`src/rtl/mem_port_arbiter_pkg.sv`:
```
// Shared constants for the unified-memory port arbiter: default widths,
// timeout limit and FSM state encodings.
package mem_port_arbiter_pkg;

   localparam int MEM_ADDR_W  = 10;
   localparam int MEM_DATA_W  = 32;
   localparam int MEM_TIMEOUT = 64;

   localparam logic [1:0] S_IDLE   = 2'd0;
   localparam logic [1:0] S_BUSY_I = 2'd1;
   localparam logic [1:0] S_BUSY_D = 2'd2;

   function automatic logic isBusy(input logic [1:0] s);
      return (s == S_BUSY_I) || (s == S_BUSY_D);
   endfunction

endpackage

```
`src/rtl/mem_arb_timeout.sv`:
```
// Saturating count of stalled BUSY cycles; raises a sticky err at the end of
// the TIMEOUT-th consecutive BUSY cycle without mem_rdy.
import mem_port_arbiter_pkg::*;

module mem_arb_timeout #(
   parameter int TIMEOUT = MEM_TIMEOUT
) (
   input  logic clk,
   input  logic rst,
   input  logic clear,
   input  logic busy,
   input  logic rdy,
   output logic err
);

   localparam int CNT_W = $clog2(TIMEOUT + 1);
   localparam logic [CNT_W-1:0] LIMIT = CNT_W'(TIMEOUT);

   logic [CNT_W-1:0] cnt;
   logic             stalled;

   assign stalled = busy && !rdy;

   always_ff @(posedge clk or negedge rst) begin
      if (!rst) begin
         cnt <= '0;
         err <= 1'b0;
      end else begin
         if (clear)
            cnt <= '0;
         else if (stalled && cnt != LIMIT)
            cnt <= cnt + 1'b1;
         // err lands on the same edge the counter reaches the limit
         if (stalled && cnt >= LIMIT - 1'b1)
            err <= 1'b1;
      end
   end

endmodule

```
`src/rtl/mem_port_arbiter.sv`:
```
// Grants a single-port unified memory to the fetch or data port, data first,
// alternating directly between ports on completion so neither starves.
import mem_port_arbiter_pkg::*;

module mem_port_arbiter #(
   parameter int ADDR_W  = MEM_ADDR_W,
   parameter int DATA_W  = MEM_DATA_W,
   parameter int TIMEOUT = MEM_TIMEOUT
) (
   input  logic              clk,
   input  logic              rst,
   input  logic              if_req,
   input  logic [ADDR_W-1:0] if_addr,
   output logic              if_ack,
   output logic [DATA_W-1:0] if_rdata,
   input  logic              d_req,
   input  logic              d_we,
   input  logic [ADDR_W-1:0] d_addr,
   input  logic [DATA_W-1:0] d_wdata,
   output logic              d_ack,
   output logic [DATA_W-1:0] d_rdata,
   output logic              stall_if,
   output logic              stall_mem,
   output logic              mem_req,
   output logic              mem_we,
   output logic [ADDR_W-1:0] mem_addr,
   output logic [DATA_W-1:0] mem_wdata,
   input  logic [DATA_W-1:0] mem_rdata,
   input  logic              mem_rdy,
   output logic              err
);

   logic [1:0] state, stateNext;
   logic       busy, done, grantD, grantI;

   assign busy = isBusy(state);
   assign done = busy && mem_rdy;

   // The port just served is excluded from the completion decision.
   always_comb begin
      grantD    = 1'b0;
      grantI    = 1'b0;
      stateNext = state;
      case (state)
         S_IDLE: begin
            if (d_req)       grantD = 1'b1;
            else if (if_req) grantI = 1'b1;
         end
         S_BUSY_I: if (mem_rdy && d_req)  grantD = 1'b1;
         S_BUSY_D: if (mem_rdy && if_req) grantI = 1'b1;
         default:  ;
      endcase
      if (grantD)      stateNext = S_BUSY_D;
      else if (grantI) stateNext = S_BUSY_I;
      else if (done || !(busy || state == S_IDLE)) stateNext = S_IDLE;
   end

   always_ff @(posedge clk or negedge rst) begin
      if (!rst) begin
         state     <= S_IDLE;
         mem_we    <= 1'b0;
         mem_addr  <= '0;
         mem_wdata <= '0;
      end else begin
         state <= stateNext;
         if (grantD) begin
            mem_we    <= d_we;
            mem_addr  <= d_addr;
            mem_wdata <= d_wdata;
         end else if (grantI) begin
            mem_we    <= 1'b0;
            mem_addr  <= if_addr;
            mem_wdata <= '0;
         end
      end
   end

   assign mem_req = busy;

   // A request dropped mid-transaction still completes but is never acked.
   assign if_ack   = (state == S_BUSY_I) && mem_rdy && if_req;
   assign d_ack    = (state == S_BUSY_D) && mem_rdy && d_req;
   assign if_rdata = if_ack ? mem_rdata : '0;
   assign d_rdata  = d_ack  ? mem_rdata : '0;

   assign stall_if  = if_req && !if_ack;
   assign stall_mem = d_req && !d_ack;

   mem_arb_timeout #(.TIMEOUT(TIMEOUT)) uTimeout (
      .clk   (clk),
      .rst   (rst),
      .clear (grantD || grantI),
      .busy  (busy),
      .rdy   (mem_rdy),
      .err   (err)
   );

endmodule

```
`config.mk`:
```
export PLATFORM = sky130hd
export DESIGN_NAME = mem_port_arbiter
export DESIGN_NICKNAME = d
export VERILOG_FILES = /design/src/rtl/mem_port_arbiter_pkg.sv /design/src/rtl/mem_arb_timeout.sv /design/src/rtl/mem_port_arbiter.sv
export SDC_FILE = /design/constraint.sdc
export NUM_CORES = 1
export LEC_CHECK = 0
export CAP_MARGIN = 20
export CORE_MARGIN = 2
export CORE_UTILIZATION = 37
export CTS_CLUSTER_DIAMETER = 60
export DETAILED_ROUTE_END_ITERATION = 12
export PLACE_DENSITY = 0.87
export SYNTH_ARGS = -nofsm -noshare
export SYNTH_HDL_FRONTEND = slang
export SYNTH_SLANG_ARGS = --single-unit
export TNS_END_PERCENT = 100
```
`constraint.sdc`:
```
create_clock -name clk -period 4.2 [get_ports clk]
set_clock_uncertainty 0.1 [all_clocks]
set_input_delay 0.42 -clock clk [delete_from_list [all_inputs] [get_ports clk]]
set_output_delay 0.42 -clock clk [all_outputs]
set_load 0.05 [all_outputs]
```
======== Yosys cells after proc, flatten, opt, wreduce, memory -nomap -nowiden ========
Index checks and enable logic that the tools add are counted.
storage, ports and cells
  word-level logic and storage cells ...... 55
  register bits after elaboration ......... 53
  output and inout bits ................... 113
cells by class
  $lt $le $gt $ge ......................... 1
  reductions and logical operators ........ 24
  muxes and demuxes ....................... 20
  $add $sub $neg .......................... 1
  equal/unequal tests ..................... 3
operator list
  cell                 number
  $mux 32              4
  $mux 10              2
  $mux 7               2
  $logic_and 1x1->1    12
  $add 7x1->7 const B  1
  $ge 7x6->1 const B   1
  $mux 1               7
  $ne 7x7->1 const B   1
  $mux 2               3
  $logic_not 1->1      4
  $logic_or 1x1->1     4
  $pmux 1 s2           2
  $reduce_bool 2->1    2
  $reduce_bool 3->1    1
  $eq 2x1->1 const B   1
  $eq 2x2->1 const B   1
  $logic_not 2->1      1

======== Depth between registers and ports, before layout ========
  depth in word-level cells ............... 8
  mapped depth ............................ 8

======== Hierarchy ========
A second synthesis with hierarchy kept.
unflattened totals
  cells, all modules ...................... 292
  area total of the unflattened synthesis .. 2932.8 µm²
modules (own cells, without submodules)
  module            cells each  area an instance (µm²)  times used
  mem_port_arbiter  239         2428.6                  1
  mem_arb_timeout   53          504.2                   1

======== Worst setup path after synthesis ========
OpenSTA, ideal clock, no wires.
  path type ............................... register -> output
  from .................................... register state[1]
  to ...................................... output port if_rdata[22]
  cell stages (with the launch flop) ...... 6
  slack ................................... 1.728 ns
  arrival time ............................ 1.952 ns
  cells stage by stage .................... dfrtp_1 > inv_1 > ha_1 > and3_1 > clkbuf_1 > and2_1
on the way
  word-level cells in the longest chain between the ends .. 4
RTL lines
  what                             line                    text
  start: declaration               mem_port_arbiter.sv:33  logic [1:0] state, stateNext;
  start signal: assignment         mem_port_arbiter.sv:65  state <= stateNext;
  $eq 2x1->1                       mem_port_arbiter.sv:81  assign if_ack = (state == S_BUSY_I) && mem_rdy && if_req;
  $logic_and 1x1->1 (2 in series)  mem_port_arbiter.sv:81
  via if_ack                       mem_port_arbiter.sv:14  output logic if_ack,
  $mux 32                          mem_port_arbiter.sv:83  assign if_rdata = if_ack ? mem_rdata : '0;
  end: declaration                 mem_port_arbiter.sv:15  output logic [DATA_W-1:0] if_rdata,
The timed path passes the listed nets, and every way through them passes these cells.

======== Worst setup path in the final report ========
  from .................................... input port mem_rdy
  to ...................................... output port d_rdata[14]
on the way
  word-level cells in the longest chain between the ends .. 3
RTL lines
  what                             line                    text
  start: declaration               mem_port_arbiter.sv:29  input logic mem_rdy,
  $logic_and 1x1->1 (2 in series)  mem_port_arbiter.sv:82  assign d_ack = (state == S_BUSY_D) && mem_rdy && d_req;
  $mux 32                          mem_port_arbiter.sv:84  assign d_rdata = d_ack ? mem_rdata : '0;
  end: declaration                 mem_port_arbiter.sv:21  output logic [DATA_W-1:0] d_rdata,
Every way passes these cells.

==> impl_metrics.yaml <==
die:
  core_area_um2: 7180
  die_height_um: 89.6
  io_pins: 203
  die_w_um: 89.6
  row_count: 31
  initial_core_util_pct: 37.8
  die_area_um2: 8040
placed_design:
  place_inst: 542
  gp_congestion: 0.842
  port_buffers: 202
  dp_hpwl_um: 7070
power:
  switching_share_pct: 48.9
  pwr-share-clk_pct: 11.2
  p_comb_share_pct: 62.2
  power_density_nw_per_um2: 625
  p_switching_uw: 1490
  p_int_uw: 1560
  leakage_uw: 0.00210
  pwr-share-seq_pct: 26.6
  peakVddDrop_mv: 0.391
  p_total_uw: 3060
logic_synthesis:
  netlist_instances: 255
  ys.flop_type: "dfrtp_1"
  yosysWarnings: 0
  syn_area_per_cell_um2: 10.6
  syn_nets: 351
  yosysSeqAreaShare_pct: 48.9
  synth_edf_count: 0
  yosysUniqueCellTypes: 32
  syn_area_um2: 2710
  async_reset_ff_share_pct: 100
  ys_seq_elements: 53
timing:
  rsz0062_at_grt: "false"
  tns_ns: 0
  max-slew-margin-rel_pct: 45.1
  tightest_slew_ns: 0.823
  timing.final.hold_violations: 0
  finalWorstPathRequiredPeriod_ns: 3.28
  fmax_mhz: 305
  min_period_over_period_pct: 78.1
  drv_slew: 0
  setup_viol: 0
drt:
  wl_per_cell_um: 16.2
  routed_via_density: 4.84
  wl_um: 8920
  drcViolationCount: 0
  drtAntennaViolNets: 0
  routed-via-count: 2665
  dr.pass1.iters: 5
  drt_iter0_markers: 141
layout:
  instances_no_fill: 551
  drive_gt1_share_pct: 3.55
  finalNetCount: 546
  syn_to_final_growth_pct: 80.1
clock_tree:
  holdBufCountCts: 0
  post_cts_buffers: 0
  cts.path.max_buffers: 2
  htree_levels: 2
  cts_tree: "yes"
  cts_root_buf: "clkbuf_8"
  clk-insertion-delay-late_ns: 0.30
  cts_resized: 0
  cts_buffers: 5
  clock-sinks: 53
  clkTransAtPathRegs_ns: 0.10
job:
  max_cap_viol_count: 0
global_route:
  grt_use_total_pct: 21.7
  grt_pass1_wl_um: 13000
  gr-total-overflow: 0
  grt_start_max_net_pins: 54
  antenna_found_initial: 1
  grt_pass1_vias: 2575
worst_setup_path:
  slowest_delay_ns: 0.82
  crit_path_start_kind: "input pin"
  crit_top_cell: "clkdlybuf4s50_1"
  crit_fanout: 33
  critPathRequiredTime_ns: 3.68
  path_cells: "clkdlybuf4s50_1, and3_1, and2_1, clkdlybuf4s50_1"
  crit_type: "input pin to output pin"
  cp.arrival_ns: 2.76
  cp_slowest_cell: "clkdlybuf4s50_1"
  critPathCaptureType: "output pin"
  cp_top_family: "buffers and inverters"
  worst-path-buf-inv: 2
hold_path:
  min_path_type: "input pin to async pin"
status:
  outcome: "finished, final reports clean"
==> state kept, by name, summed over array words and instances, names as in the netlist <==
name / cells
uTimeout.err: 1
uTimeout.cnt: 7
mem_addr: 10
mem_wdata: 32
state: 2
mem_we: 1
==> layout make-up <==
class,instances,area (um2)
Clock inverter,2,38.8
Sequential cell,53,1330
Inverter,6,22.5
Fill cell,552,2290
Clock buffer,6,72.6
Antenna cell,1,2.50
Tap cell,99,124
Timing Repair Buffer,205,2040
Multi-Input combinational cell,179,1260
==> per-layer routing <==
layer | part of all wire (%) | global-route usage (%) | vias up
li1 | - | - | 1257
met1 | 37 | 23.8 | 1240
met2 | 53 | 40.6 | 148
met3 | 8.5 | 4.66 | 20
met4 | 1.9 | 8.28 | 0
met5 | 0 | 0 | -
==> synthesized netlist by cell type, drive strengths merged (2+ instances only) <==
| master | instances | area (um2) |
|---|---|---|
| a21oi | 3 | 15.0 |
| a22o | 33 | 289 |
| and2 | 66 | 415 |
| and3 | 2 | 12.5 |
| buf | 10 | 83.8 |
| clkbuf | 7 | 26.3 |
| dfrtp | 53 | 1330 |
| ha | 6 | 75.1 |
| inv | 6 | 22.5 |
| mux2i | 11 | 110 |
| nand2 | 12 | 45.0 |
| nand2b | 3 | 18.8 |
| nand4 | 3 | 18.8 |
| nor2 | 9 | 33.8 |
| nor2b | 4 | 32.5 |
| o21ai | 14 | 81.3 |
| xnor2 | 3 | 26.3 |
| xor2 | 2 | 17.5 |
==> worst paths after layout <==
path,start,slack [ns],endpoint,cells after the start
min reg2reg,mem_wdata[10],0.40,mem_wdata[10],1
min,rst,0.12,mem_wdata[18],2
max in group asynchronous,rst,3.44,mem_wdata[7],2
max reg2reg,state[0],1.65,mem_wdata[24],6
min in group clk,mem_wdata[10],0.40,mem_wdata[10],1
max,mem_rdy,0.92,d_rdata[14],4
==> stage by stage <==
step	area (um2)	util (%)	setup slack (ns)	hold slack (ns)
after floorplan	2710	-	1.73	0.0244
after global placement	4770	66.5	0.940	0.354
after detailed placement	4770	66.5	0.880	0.380
after CTS	4890	68.1	0.875	0.139
after global routing	4890	68.1	0.713	0.175
final	4890	68.1	0.918	0.122
==> worst reg2reg max path, cell delays in order (launching register included) <==
cell and delay [ns]:
dfrtp_1 0.39, inv_1 0.09, ha_1 0.21, and2_4 0.17, o21ai_4 0.51, nor2b_4 0.76, a22o_1 0.26
==> cell usage in the layout (no fill, tap or decap) <==
master             n
a21boi_4           1
a21oi_1            3
a22o_1            33
a311oi_1           1
a31o_2             1
a31oi_1            1
and2_1            65
and2_4             1
and3_1             2
buf_2              1
buf_4              3
bufinv_16          1
clkbuf_1           1
clkbuf_8           5
clkdlybuf4s50_1  201
clkinv_4           1
dfrtp_1           53
diode_2            1
ha_1               6
inv_1              6
mux2i_1           11
nand2_1           12
nand2b_1           3
nand3_1            1
nand3b_1           1
nand4_1            3
nor2_1             9
nor2b_1            3
nor2b_4            1
nor4b_1            1
o21ai_0            8
o21ai_1            5
o21ai_4            1
or4_1              1
xnor2_1            3
xor2_1             2
==> power by group through the flow <==
stage	Combinational [uW]	Clock, uW	Sequential [uW]
final	1900	343	812
after global routing	2000	379	836
after CTS	1910	353	812
after detailed placement	1920	0	813
after global placement	1860	0	813
after floorplan	701	0	1400
==> logic make-up after synthesis <==
| family | count (synthesis) | synth area share (%) |
|---|---|---|
| multiplexers | 11 | 4.06 |
| AO/OA/AOI/OAI | 54 | 15.5 |
| adder cells (fa/ha/maj) | 6 | 2.77 |
| AND/OR/NAND/NOR | 103 | 22.3 |
| buffers and inverters | 23 | 4.89 |
| flip-flops | 53 | 48.9 |
| XOR/XNOR | 5 | 1.61 |
(Power assumes the default switching activity.)
